$ cat src/rtl/mvu_agu_pkg.sv
// mvu_agu_pkg: shared MVU types and default widths for the operand address
// generator. Default widths match the MVU CSR field sizes.
package mvu_agu_pkg;

    localparam int MVU_BADDR   = 15;
    localparam int MVU_BJUMP   = 15;
    localparam int MVU_BLENGTH = 15;
    localparam int MVU_BCNTDWN = 29;
    localparam int MVU_NJUMPS  = 5;

    typedef logic signed [MVU_BJUMP-1:0] jump_t;
    typedef logic [MVU_BLENGTH-1:0]      len_t;

    typedef enum logic {AGU_IDLE, AGU_RUN} agu_state_t;

endpackage

$ cat src/rtl/mvu_agu_sel.sv
// mvu_agu_sel: priority encoder for the nested-loop step.
//   cnt_nz_i [NJUMPS-2:0] : per-level "counter still nonzero" flags (level 1 at bit 0)
//   zsel_o   [NJUMPS-1:0] : one-hot jump index to apply (bit NJUMPS-1 = outermost wrap)
//   reload_o [NJUMPS-2:0] : counters to reload with their configured length
// The lowest nonzero level wins; every level below it is exhausted and reloads.
// With no level nonzero the outermost jump is taken and all levels reload.
module mvu_agu_sel #(
    parameter int NJUMPS = 5
) (
    input  logic [NJUMPS-2:0] cnt_nz_i,
    output logic [NJUMPS-1:0] zsel_o,
    output logic [NJUMPS-2:0] reload_o
);

    logic found;

    always_comb begin
        zsel_o   = '0;
        reload_o = '0;
        found    = 1'b0;
        for (int i = 0; i < NJUMPS-1; i++) begin
            if (!found) begin
                if (cnt_nz_i[i]) begin
                    zsel_o[i] = 1'b1;
                    found     = 1'b1;
                end else begin
                    reload_o[i] = 1'b1;
                end
            end
        end
        if (!found) zsel_o[NJUMPS-1] = 1'b1;
    end

endmodule

$ cat src/rtl/mvu_agu.sv
// mvu_agu: nested-loop address generator for one MVU operand stream.
//   clk, rst_n        : clock, asynchronous active-low reset
//   start_i           : command kick (only honoured in IDLE)
//   countdown_i       : number of addresses in the command
//   baseaddr_i        : first address
//   jump_i            : signed jumps 0..NJUMPS-1
//   length_i          : loop lengths 1..NJUMPS-1
//   addr_o/valid_o    : address stream, advanced when ready_i is high
//   zsel_o            : one-hot jump taken when leaving the current address
//   first_o/last_o    : first / last address of the command
//   busy_o/done_o     : running / one-cycle completion pulse
module mvu_agu
    import mvu_agu_pkg::*;
#(
    parameter int BADDR   = MVU_BADDR,
    parameter int BJUMP   = MVU_BJUMP,
    parameter int BLENGTH = MVU_BLENGTH,
    parameter int BCNTDWN = MVU_BCNTDWN,
    parameter int NJUMPS  = MVU_NJUMPS
) (
    input  logic                               clk,
    input  logic                               rst_n,
    input  logic                               start_i,
    input  logic [BCNTDWN-1:0]                 countdown_i,
    input  logic [BADDR-1:0]                   baseaddr_i,
    input  logic [NJUMPS-1:0][BJUMP-1:0]       jump_i,
    input  logic [NJUMPS-2:0][BLENGTH-1:0]     length_i,
    output logic [BADDR-1:0]                   addr_o,
    output logic                               valid_o,
    input  logic                               ready_i,
    output logic [NJUMPS-1:0]                  zsel_o,
    output logic                               first_o,
    output logic                               last_o,
    output logic                               busy_o,
    output logic                               done_o
);

    agu_state_t                        state_q, state_d;
    logic [BADDR-1:0]                  addr_q, addr_d;
    logic [BCNTDWN-1:0]                rem_q, rem_d;
    logic [NJUMPS-2:0][BLENGTH-1:0]    cnt_q, cnt_d;
    logic [NJUMPS-2:0][BLENGTH-1:0]    len_q, len_d;
    logic [NJUMPS-1:0][BJUMP-1:0]      jump_q, jump_d;
    logic                              first_q, first_d;
    logic                              done_q, done_d;

    logic [NJUMPS-2:0]                 cnt_nz;
    logic [NJUMPS-2:0]                 reload;
    logic [NJUMPS-1:0]                 zsel;
    logic signed [BJUMP-1:0]           jsel;
    logic                              run;

    assign run = (state_q == AGU_RUN);

    always_comb begin
        for (int i = 0; i < NJUMPS-1; i++) cnt_nz[i] = |cnt_q[i];
    end

    mvu_agu_sel #(.NJUMPS(NJUMPS)) u_sel (
        .cnt_nz_i (cnt_nz),
        .zsel_o   (zsel),
        .reload_o (reload)
    );

    // zsel is one-hot, so an OR-mux picks the jump.
    always_comb begin
        jsel = '0;
        for (int i = 0; i < NJUMPS; i++) begin
            if (zsel[i]) jsel = jump_q[i];
        end
    end

    always_comb begin
        state_d = state_q;
        addr_d  = addr_q;
        rem_d   = rem_q;
        cnt_d   = cnt_q;
        len_d   = len_q;
        jump_d  = jump_q;
        first_d = first_q;
        done_d  = 1'b0;
        case (state_q)
            AGU_IDLE: begin
                if (start_i) begin
                    if (countdown_i != '0) begin
                        state_d = AGU_RUN;
                        addr_d  = baseaddr_i;
                        rem_d   = countdown_i;
                        cnt_d   = length_i;
                        len_d   = length_i;
                        jump_d  = jump_i;
                        first_d = 1'b1;
                    end else begin
                        done_d = 1'b1;
                    end
                end
            end
            AGU_RUN: begin
                if (ready_i) begin
                    first_d = 1'b0;
                    rem_d   = rem_q - BCNTDWN'(1);
                    if (rem_q == BCNTDWN'(1)) begin
                        state_d = AGU_IDLE;
                        done_d  = 1'b1;
                    end else begin
                        // Signed jump, sum wraps modulo 2^BADDR.
                        addr_d = addr_q + BADDR'(jsel);
                        for (int i = 0; i < NJUMPS-1; i++) begin
                            if (reload[i])    cnt_d[i] = len_q[i];
                            else if (zsel[i]) cnt_d[i] = cnt_q[i] - BLENGTH'(1);
                        end
                    end
                end
            end
            default: state_d = AGU_IDLE;
        endcase
    end

    always_ff @(posedge clk or negedge rst_n) begin
        if (!rst_n) begin
            state_q <= AGU_IDLE;
            addr_q  <= '0;
            rem_q   <= '0;
            cnt_q   <= '0;
            len_q   <= '0;
            jump_q  <= '0;
            first_q <= 1'b0;
            done_q  <= 1'b0;
        end else begin
            state_q <= state_d;
            addr_q  <= addr_d;
            rem_q   <= rem_d;
            cnt_q   <= cnt_d;
            len_q   <= len_d;
            jump_q  <= jump_d;
            first_q <= first_d;
            done_q  <= done_d;
        end
    end

    assign addr_o  = addr_q;
    assign valid_o = run;
    assign busy_o  = run;
    assign zsel_o  = run ? zsel : '0;
    assign first_o = first_q;
    assign last_o  = run && (rem_q == BCNTDWN'(1));
    assign done_o  = done_q;

endmodule

$ cat config.mk
export PLATFORM = sky130hd
export DESIGN_NAME = mvu_agu
export DESIGN_NICKNAME = d
export VERILOG_FILES = /design/src/rtl/mvu_agu_pkg.sv /design/src/rtl/mvu_agu_sel.sv /design/src/rtl/mvu_agu.sv
export SDC_FILE = /design/constraint.sdc
export NUM_CORES = 1
export LEC_CHECK = 0
export ABC_AREA = 0
export ABC_CLOCK_PERIOD_IN_PS = 7800
export CAP_MARGIN = 10
export CORE_MARGIN = 2
export CORE_UTILIZATION = 50
export CTS_CLUSTER_SIZE = 14
export DETAILED_ROUTE_END_ITERATION = 10
export PLACE_DENSITY = 0.76
export SLEW_MARGIN = 40
export SYNTH_ARGS = -nofsm -noshare
export SYNTH_HDL_FRONTEND = slang
export SYNTH_SLANG_ARGS = --single-unit
$ cat constraint.sdc
create_clock -name clk -period 7.8 [get_ports clk]
set_clock_uncertainty 0.05 [all_clocks]
set_input_delay 1.56 -clock clk [delete_from_list [all_inputs] [get_ports clk]]
set_output_delay 1.56 -clock clk [all_outputs]
set_load 0.05 [all_outputs]
=== Word-level counts from Yosys, hierarchy flattened ===
Cells that the tools add are included.

* Input port bits: 183
* Register bits: 242
* Word-level logic and storage cells: 106
* Output and inout port bits: 25

* Eq/ne operators: 9
* Bitwise operators: 1
* Reduce and logical (&&, ||, !) cells: 13
* Add/sub/neg operators: 6
* Multiplexer cells: 59

{| class="wikitable"
|+ Operators by type and width
! operator !! number
|-
| $mux 15 || 17
|-
| $mux 60 || 4
|-
| $pmux 60 s2 || 1
|-
| $mux 29 || 3
|-
| $reduce_or 15->1 || 4
|-
| $sub 15x1->15 const B || 4
|-
| $pmux 29 s2 || 1
|-
| $pmux 15 s2 || 1
|-
| $eq 29x1->1 const B || 1
|-
| $reduce_bool 29->1 || 1
|-
| $sub 29x1->29 const B || 1
|-
| $mux 1 || 28
|-
| $reduce_and 5->1 || 4
|-
| $add 15x15->15 || 1
|-
| $ne 3x1->1 const B || 3
|-
| $ne 2x2->1 const B || 4
|-
| $pmux 1 s2 || 3
|-
| $reduce_and 3->1 || 2
|-
| $mux 5 || 1
|-
| $reduce_and 4->1 || 1
|-
| $ne 3x2->1 const B || 1
|-
| $logic_and 1x1->1 || 1
|-
| $not 1->1 || 1
|}

=== Logic depth before layout (Yosys ltp) ===
Gate-level depths: netlist (run 1).

* Depth in word-level cells: 11
* Mapped depth: 17
* Mapped depth without buffers: 16

=== Hierarchy ===
A second synthesis (run 1) with hierarchy kept.

* Cell total of the unflattened synthesis: 1678
* Area, all modules: 13455.4 um^2

{| class="wikitable"
|+ By module, submodules not included
! module !! area each (um^2) !! sequential area each (um^2) !! times used !! cells an instance
|-
| mvu_agu || 13384.1 || 6055.8 || 1 || 1669
|-
| mvu_agu_sel || 71.3 || 0.0 || 1 || 9
|}

=== Least setup slack after synthesis (run 1) ===
OpenSTA, ideal clock, no wires.

* Kind: flip-flop to output port
* From: register cnt_q[30] (netlist bit)
* To: output zsel_o[4]
* Path slack: 2563 ps
* Arrival time: 3627 ps
* Path buffers: 1
* Data required time: 6190 ps
* Cell stages (with the launch flop): 9
* Cells stage by stage: dfrtp_1 > inv_1 > ha_1 > or4b_1 > clkbuf_2 > or3_2 > nor3_1 > nand3_1 > nor4_1

* Longest elaborated chain between the ends: 6

{| class="wikitable"
|+ Ends and longest elaborated chain
! what !! RTL line !! source
|-
| start, declared || mvu_agu.sv:41 || <nowiki>logic [NJUMPS-2:0][BLENGTH-1:0] cnt_q, cnt_d;</nowiki>
|-
| start signal, assigned || mvu_agu.sv:133 || <nowiki>cnt_q <= cnt_d;</nowiki>
|-
| $reduce_or 15->1 || mvu_agu.sv:56 || <nowiki>for (int i = 0; i < NJUMPS-1; i++) cnt_nz[i] = |cnt_q[i];</nowiki>
|-
| $mux 1 || mvu_agu_sel.sv:23 || <nowiki>if (cnt_nz_i[i]) begin</nowiki>
|-
| $mux 1 (2 in a row) || mvu_agu_sel.sv:22 || <nowiki>if (!found) begin</nowiki>
|-
| $mux 1 || mvu_agu_sel.sv:31 || <nowiki>if (!found) zsel_o[NJUMPS-1] = 1'b1;</nowiki>
|-
| $mux 5 || mvu_agu.sv:144 || <nowiki>assign zsel_o = run ? zsel : '0;</nowiki>
|-
| end, declared || mvu_agu.sv:31 || <nowiki>output logic [NJUMPS-1:0] zsel_o,</nowiki>
|}

Every way passes these cells.

=== Worst setup path after layout (run 1) ===
Ends and elaborated chain as after synthesis.

==> PnR_summary.wiki, run 1 <==
{| class="wikitable"
! Metric !! Value
|-
| Result of the run || complete, no violations
|-
| # diodes || 0
|-
| Dominant cell type by area after synthesis || dfrtp_1
|-
| Ys async rst share || 100%
|-
| Share of Yosys cell area claimed by the top area cell type || between 40% and 50%
|-
| Die Span X || ~170 um
|-
| Max-slew headroom at the worst pin || 34.0%
|-
| RSZ-0062 raised after global routing || false
|-
| Cell type group with the largest total delay on the critical path || simple AND/OR/NAND/NOR gates
|-
| Number of design rule violations left after detail routing || 0
|-
| Pin count of the biggest net entering global routing || roughly 170
|-
| Number of antenna violations at the first check in global routing || 0
|-
| Share of layout cells above drive strength 1 || ~5.0%
|-
| Standard cell core area || ~26000 um2
|-
| Critical Setup Path Class || flip-flop to output port
|-
| Effective utilization at floorplan || 50.6%
|-
| Row count || 59
|-
| Power Total || a little under 4 mW
|-
| CTS tree || done
|-
| Aggregate negative setup slack || 0 ps
|-
| IO Pins || between 200 and 250
|-
| Max Fanout on Critical Path || 7
|-
| Number of nets produced by synthesis || between 1500 and 2000
|-
| Sequential fraction of the synthesis area || between 40% and 50%
|-
| Post-CTS repair timing setup buffer count || 0
|-
| Data arrival at the endpoint of the critical path || about 4300 ps
|-
| Maximum buffer depth of the clock tree || 3
|-
| Number of enable flip-flop cells after synthesis || 0
|-
| Power density relative to cell area || roughly 240 nW/um2
|-
| Post-detailed-route via-to-cell ratio || roughly 5.8
|-
| Peak VDD IR || approximately 160 uV
|-
| Global-route congestion overflow total || 0
|-
| Root buf cell || clkbuf_16
|-
| Final setup violation count || 0
|-
| Kind of launch point of the worst setup path || flip-flop
|-
| Required time of the critical path || 6190 ps
|-
| Cts hold-fix bufs || 0
|-
| Total routing usage reported by global routing || 26.7%
|-
| Relative area change from synthesis to final layout || 23.7%
|-
| Die height || about 170 um
|-
| Final HPWL DP || 25.7 mm
|-
| Sw Pwr || ~1.3 mW
|-
| Most instantiated flip-flop cell in the synthesis netlist || dfrtp_1
|-
| Detailed-routing iteration count for the pre-antenna-repair pass || 6
|-
| Share of power burned in combinational logic || between 20% and 30%
|-
| Slowest cell delay on critical path || around 910 ps
|-
| Crit-path slowest cell || clkdlybuf4s50_1
|-
| Post-CTS sizing || 0
|-
| Fraction of power consumed by the clock network || 29.8%
|-
| First-pass GRT wire length || 60.5 mm
|-
| Switching fraction of total power || ~33%
|-
| Violation count after the first detailed-route iteration || approximately 1200
|-
| Clock Sinks || 242
|-
| Combined buffer and inverter count along the critical path || 2
|-
| List of cells traversed by the critical path || inv_1 -> ha_1 -> or4b_1 -> or3_2 -> nor3_1 -> nand3_1 -> nor4_1 -> clkdlybuf4s50_1
|-
| Synth area leaders || dfrtp_1 46%, nand2_1 14%, o21ai_0 3.7%
|-
| Post-synthesis cell area || 13100 um2
|-
| Internal Dissipation || 2.59 mW
|-
| Part of the power in registers || between 40% and 50%
|-
| Via count || 12100
|-
| Clock buffers created by TritonCTS || 26
|-
| Fill cell count || about 2200
|-
| Cell variety after synth || 76
|-
| Final worst-path cycle share || 75.6%
|-
| Count of max-cap constraint violations || 0
|-
| Average wire per cell in the routed design || around 18 um
|-
| Total wire length after detailed routing || ~37 mm
|-
| Max Freq || roughly 170 MHz
|-
| Placed instance count || ~2000
|-
| Type of element capturing the critical path || output port
|-
| Fin. max-slew vios || 0
|-
| Via count of the first global-routing pass || approximately 12000
|-
| Clock edge transition at the registers on the reported setup and hold paths || about 60 ps
|-
| Transition time at the pin with the least slew margin || about 990 ps
|-
| Final worst path period need || 5890 ps
|-
| Synthesized flop and latch total || roughly 240
|-
| Count of nets after finishing || slightly below 2000
|-
| Synthesis Warnings || 0
|-
| Post-synthesis area per instance || between 8 and 9 um2
|-
| GP Congestion || around 0.84
|-
| Number of nets still failing antenna checks after routing || 0
|-
| Final Non-Filler Cells || between 2000 and 2500
|-
| Clock network latency to the later pin of the worst-skew pair || 530 ps
|-
| Max H-tree Level || 1
|-
| Tightest Hold Check Type || flip-flop to flip-flop
|-
| Gate count after technology mapping || about 1600
|-
| Count of final hold-check violations || 0
|-
| Static Leak || between 7 and 8 nW
|-
| Buffers on Ports || 207
|-
| Full die area || 27500 um2
|}
-- worst min-delay path: cells and delay by family, from the launching register on --
| kind | cells | cell delay [ps] |
|---|---|---|
| DFF | 1 | 340 |
| and+or+nand+nor | 2 | 100 |
-- synthesized netlist by cell type, types with 21 or more instances --
cell        n
mux2i_1    46
o21ai_0    97
inv_1      23
nor2_1    112
o211ai_1   21
ha_1       22
clkbuf_1   75
dfrtp_1   242
nor3_1     31
nand2_1   502
nand3_1    31
o22ai_1    33
nor4_1     26
a21oi_1    75
-- power groups by stage --
| stage | sequential, mW | combinational, mW | clock [mW] |
|---|---|---|---|
| final | 1.63 | 1.10 | 1.16 |
| after global routing | 1.65 | 1.21 | 1.22 |
| after CTS | 1.63 | 1.09 | 1.18 |
| after detailed placement | 1.64 | 1.09 | 0 |
| after global placement | 1.64 | 1.05 | 0 |
| after floorplan | 1.71 | 0.622 | 0 |
-- per-layer routing --
metal | global-route usage, % | up-vias | part of all wire [%]
li1 | - | 5827 | -
met1 | 36.0 | 5773 | 43
met2 | 44.3 | 458 | 48
met3 | 4.50 | 58 | 6.3
met4 | 8.39 | 0 | 2.9
met5 | 0 | - | 0
-- state kept, by name, indices dropped and copies added (netlist names) --
| signal | count |
|---|---|
| first_o | 1 |
| addr_o | 15 |
| rem_q | 29 |
| done_o | 1 |
| busy_o | 1 |
| jump_q | 75 |
| len_q | 60 |
| cnt_q | 60 |
-- through the flow --
stage / hold slack [ps] / setup slack [ps] / area [um2] / utilization, %
2_1_floorplan: 390 / 2560 / 13100 / -
4_1_cts: 427 / 1920 / 16200 / 62.5
5_1_grt: 439 / 1720 / 16200 / 62.6
3_5_place_dp: 412 / 2470 / 15400 / 59.5
6_report: 421 / 1910 / 16200 / 62.6
3_3_place_gp: 404 / 2530 / 15400 / 59.4
-- kinds of logic after synthesis --
logic type | count (synthesis) | synth area share, %
AND/OR/NAND/NOR | 783 | 26.0
multiplexers | 48 | 3.68
XOR/XNOR | 28 | 1.87
adder cells (fa/ha/maj) | 23 | 2.25
AO/OA/AOI/OAI | 339 | 16.3
flip-flops | 242 | 46.2
buffers and inverters | 119 | 3.63
-- cells in the final DEF, fill, tap and decap left out, types with 14 or more instances in the layout --
master and n:
clkdlybuf4s50_1 206, o21ai_0 97, dfrtp_1 241, nand3_1 31, inv_1 23, ha_1 22
clkbuf_16 27, mux2i_1 46, nor2_1 112, xnor2_1 18, or4_1 19, a31oi_1 15
a21oi_1 74, o22ai_1 33, a221oi_1 14, o211ai_1 21, nand2_1 501, nor4_1 26
nor3_1 29
-- final timing paths --
kind / startpoint / endpoint / slack [ps] / cells after the start
worst max register to register: cnt_q[15] / addr_o[14] / 2370 / 16
worst min-delay path: jump_q[64] / jump_q[64] / 420 / 2
max in group asynchronous: rst_n / jump_q[29] / 5480 / 3
min in group asynchronous: rst_n / len_q[47] / 850 / 1
worst min register to register: jump_q[64] / jump_q[64] / 420 / 2
worst max-delay path: cnt_q[30] / zsel_o[4] / 1910 / 8
-- area by class of cell --
class                   count  area, um2  share of cell area, %
multi-input cells        1221       6620                   40.8
flip-flops and latches    242       6060                   37.4
repair buffers            224       2250                   13.9
clock buffers              37        763                   4.70
well taps                 335        419                   2.58
inverters                  24       92.6                  0.571
clock inverters             3       15.0                 0.0925
Note: power is estimated with default switching activity, not from simulation.
==> run 2, diff against run 1 <==
--- a/config.mk
+++ b/config.mk
@@ -6,7 +6,7 @@
 export NUM_CORES = 1
 export LEC_CHECK = 0
 export ABC_AREA = 0
-export ABC_CLOCK_PERIOD_IN_PS = 7800
+export ABC_CLOCK_PERIOD_IN_PS = 5800
 export CAP_MARGIN = 10
 export CORE_MARGIN = 2
 export CORE_UTILIZATION = 50
==> constraint.sdc (replaced) <==
create_clock -name clk -period 5.8 [get_ports clk]
set_clock_uncertainty 0.05 [all_clocks]
set_input_delay 1.16 -clock clk [delete_from_list [all_inputs] [get_ports clk]]
set_output_delay 1.16 -clock clk [all_outputs]
set_load 0.05 [all_outputs]
==> PnR_summary.wiki, run 2 (synthesis results as in run 1) <==
{| class="wikitable"
! Metric !! Value
|-
| Data arrival at the endpoint of the critical path || 4200 ps (-80 ps)
|-
| Slowest cell delay on critical path || 820 ps (-90 ps)
|-
| Total wire length after detailed routing || 38.4 mm (+2.5%)
|-
| Final core occ || 63.4% (+0.79 points)
|-
| Pin count of the biggest net entering global routing || 112 (-33%)
|-
| List of cells traversed by the critical path || inv_1 -> ha_1 -> or4b_1 -> or3_2 -> nor3_1 -> nand3_1 -> nor2_1 -> clkdlybuf4s50_1
|-
| Most flop-heavy register || jump_q
|-
| Tightest Hold Check Type || flip-flop to flip-flop
|-
| Fin. max-slew vios || 0 (unchanged)
|-
| Final HPWL DP || 26.6 mm (+3.5%)
|-
| Final worst-path cycle share || between 90% and 100%
|-
| Detailed-routing iteration count for the pre-antenna-repair pass || 6 (unchanged)
|-
| IO Pins || 208 (unchanged)
|-
| Standard cell core area || 25900 um2 (unchanged)
|-
| Power density relative to cell area || 337 nW/um2 (+41%)
|-
| Area occupied by multi-input gates || 6620 um2 (unchanged)
|-
| Max Freq || roughly 180 MHz
|-
| Average wire per cell in the routed design || 18.3 um (+1.8%)
|-
| CTS tree || done
|-
| Die height || 166 um (unchanged)
|-
| Max Fanout on Critical Path || 7 (unchanged)
|-
| Post-detailed-route via-to-cell ratio || 5.82 (+0.16%)
|-
| Count of final hold-check violations || 0 (unchanged)
|-
| Aggregate negative setup slack || 0 ps (unchanged)
|-
| Static Leak || 7.69 nW (+1.5%)
|-
| Root buf cell || clkbuf_16
|-
| Row count || 59 (unchanged)
|-
| Cts hold-fix bufs || 0 (unchanged)
|-
| Clock edge transition at the registers on the reported setup and hold paths || 60 ps (about the same)
|-
| GP Congestion || 0.847 (+0.51%)
|-
| Transition time at the pin with the least slew margin || 812 ps (-178 ps)
|-
| Final worst path period need || around 5400 ps
|-
| Fill cell count || 2113 (-5.5%)
|-
| Most frequent standard cell in the layout excluding fill and tap cells || nand2_1
|-
| Number of antenna violations at the first check in global routing || 0 (unchanged)
|-
| Power Total || 5.53 mW (+42%)
|-
| Placed Area || 15400 um2 (+0.24%)
|-
| Count of max-cap constraint violations || 0 (unchanged)
|-
| Via count of the first global-routing pass || 11900 (+1.7%)
|-
| Max H-tree Level || 1 (unchanged)
|-
| Critical Setup Path Class || flip-flop to output port
|-
| Clock network latency to the later pin of the worst-skew pair || 550 ps (+20 ps)
|-
| Number of design rule violations left after detail routing || 0 (unchanged)
|-
| Count of nets after finishing || 1949 (+0.21%)
|-
| Commonest cells after routing, fill and taps aside || 501 x nand2_1, 241 x dfrtp_1, 205 x clkdlybuf4s50_1
|-
| Type of element capturing the critical path || output port
|-
| Crit-path slowest cell || clkdlybuf4s50_1
|-
| RSZ-0062 raised after global routing || false
|-
| Via count || 12200 (+0.78%)
|-
| Number of nets still failing antenna checks after routing || 0 (unchanged)
|-
| Max-slew headroom at the worst pin || 45.9% (+12 points)
|-
| Largest register FFs || 75 (unchanged)
|-
| Violation count after the first detailed-route iteration || 1074 (-11%)
|-
| # diodes || 0 (unchanged)
|-
| Buffers on Ports || 207 (unchanged)
|-
| Final setup violation count || 0 (unchanged)
|-
| Post-CTS repair timing setup buffer count || 0 (unchanged)
|-
| Die Span X || 166 um (unchanged)
|-
| Effective utilization at floorplan || 50.6% (unchanged)
|-
| Global-route congestion overflow total || 0 (unchanged)
|-
| Full die area || 27500 um2 (unchanged)
|-
| First-pass GRT wire length || 62.5 mm (+3.1%)
|-
| Relative area change from synthesis to final layout || 25.3%
|-
| Clock buffers created by TritonCTS || 27 (+3.8%)
|-
| Share of layout cells above drive strength 1 || 5.84% (+0.81 points)
|-
| Maximum buffer depth of the clock tree || 3 (unchanged)
|-
| Total routing usage reported by global routing || 27.6% (+0.91 points)
|-
| Required time of the critical path || 4590 ps (-1600 ps)
|-
| Kind of launch point of the worst setup path || flip-flop
|-
| Register Area || 6060 um2 (unchanged)
|-
| Clock Sinks || 242 (unchanged)
|-
| Post-route cell area || 16400 um2 (+1.3%)
|-
| Result of the run || complete, no violations
|-
| Peak VDD IR || 285 uV (+75%)
|-
| Largest regs || jump_q (75), cnt_q (60), len_q (60)
|}
run 2: worst max-delay path: cells and delay by family (launching register included):
kind | cells | cell delay (ps)
buf+inv | 2 | 900
fa+ha+maj | 1 | 180
flops | 1 | 430
simple gates | 5 | 2150
run 2: final timing paths:
path | start | endpoint | slack [ps] | cells past startpoint
max | cnt_q[30] | zsel_o[3] | 390 | 8
min | len_q[40] | len_q[40] | 420 | 2
max reg2reg | cnt_q[15] | addr_o[14] | 440 | 16
min reg2reg | len_q[40] | len_q[40] | 420 | 2
max in group asynchronous | rst_n | len_q[40] | 4230 | 2
min in group asynchronous | rst_n | len_q[48] | 490 | 1
run 2: report_power, final:
part	leakage [nW]	internal (mW)	switching, mW	total (mW)
logic	4.11	0.658	0.820	1.48
clock network	0.471	1.12	0.732	1.86
registers	3.11	1.93	0.266	2.20
total	7.69	3.71	1.82	5.53
run 2: layer usage:
layer	wire (um)	track usage [%]	up-vias	part of all wire, %
met4	1630	11.5	0	4.3
met3	2450	4.08	93	6.4
met1	16400	37.5	5815	43
li1	-	-	5832	-
met2	17900	44.5	471	47
met5	0	0	-	0
run 2: metrics by stage:
| step | hold slack [ps] | setup WS [ps] | std cells |
|---|---|---|---|
| 3_5_place_dp | 407 | 527 | 2049 |
| 6_report | 419 | 392 | 2099 |
| 4_1_cts | 421 | 169 | 2099 |
| 3_3_place_gp | 404 | 709 | 2048 |
| 5_1_grt | 448 | 131 | 2099 |
| 2_1_floorplan | 390 | 963 | 1582 |
run 2: repair_timing:
item,in CTS,in global routing
endpoints found under the hold margin,0,0
resized for setup,0,1
setup endpoints to repair,0,1
run 2: area by class of cell:
class                           count  area share, %
Inverter                           24          0.548
Clock buffer                       33           4.43
Sequential cell                   242           36.9
Timing Repair Buffer              227           13.8
Tap cell                          335           2.55
Clock inverter                     17           1.46
Multi-Input combinational cell   1221           40.3
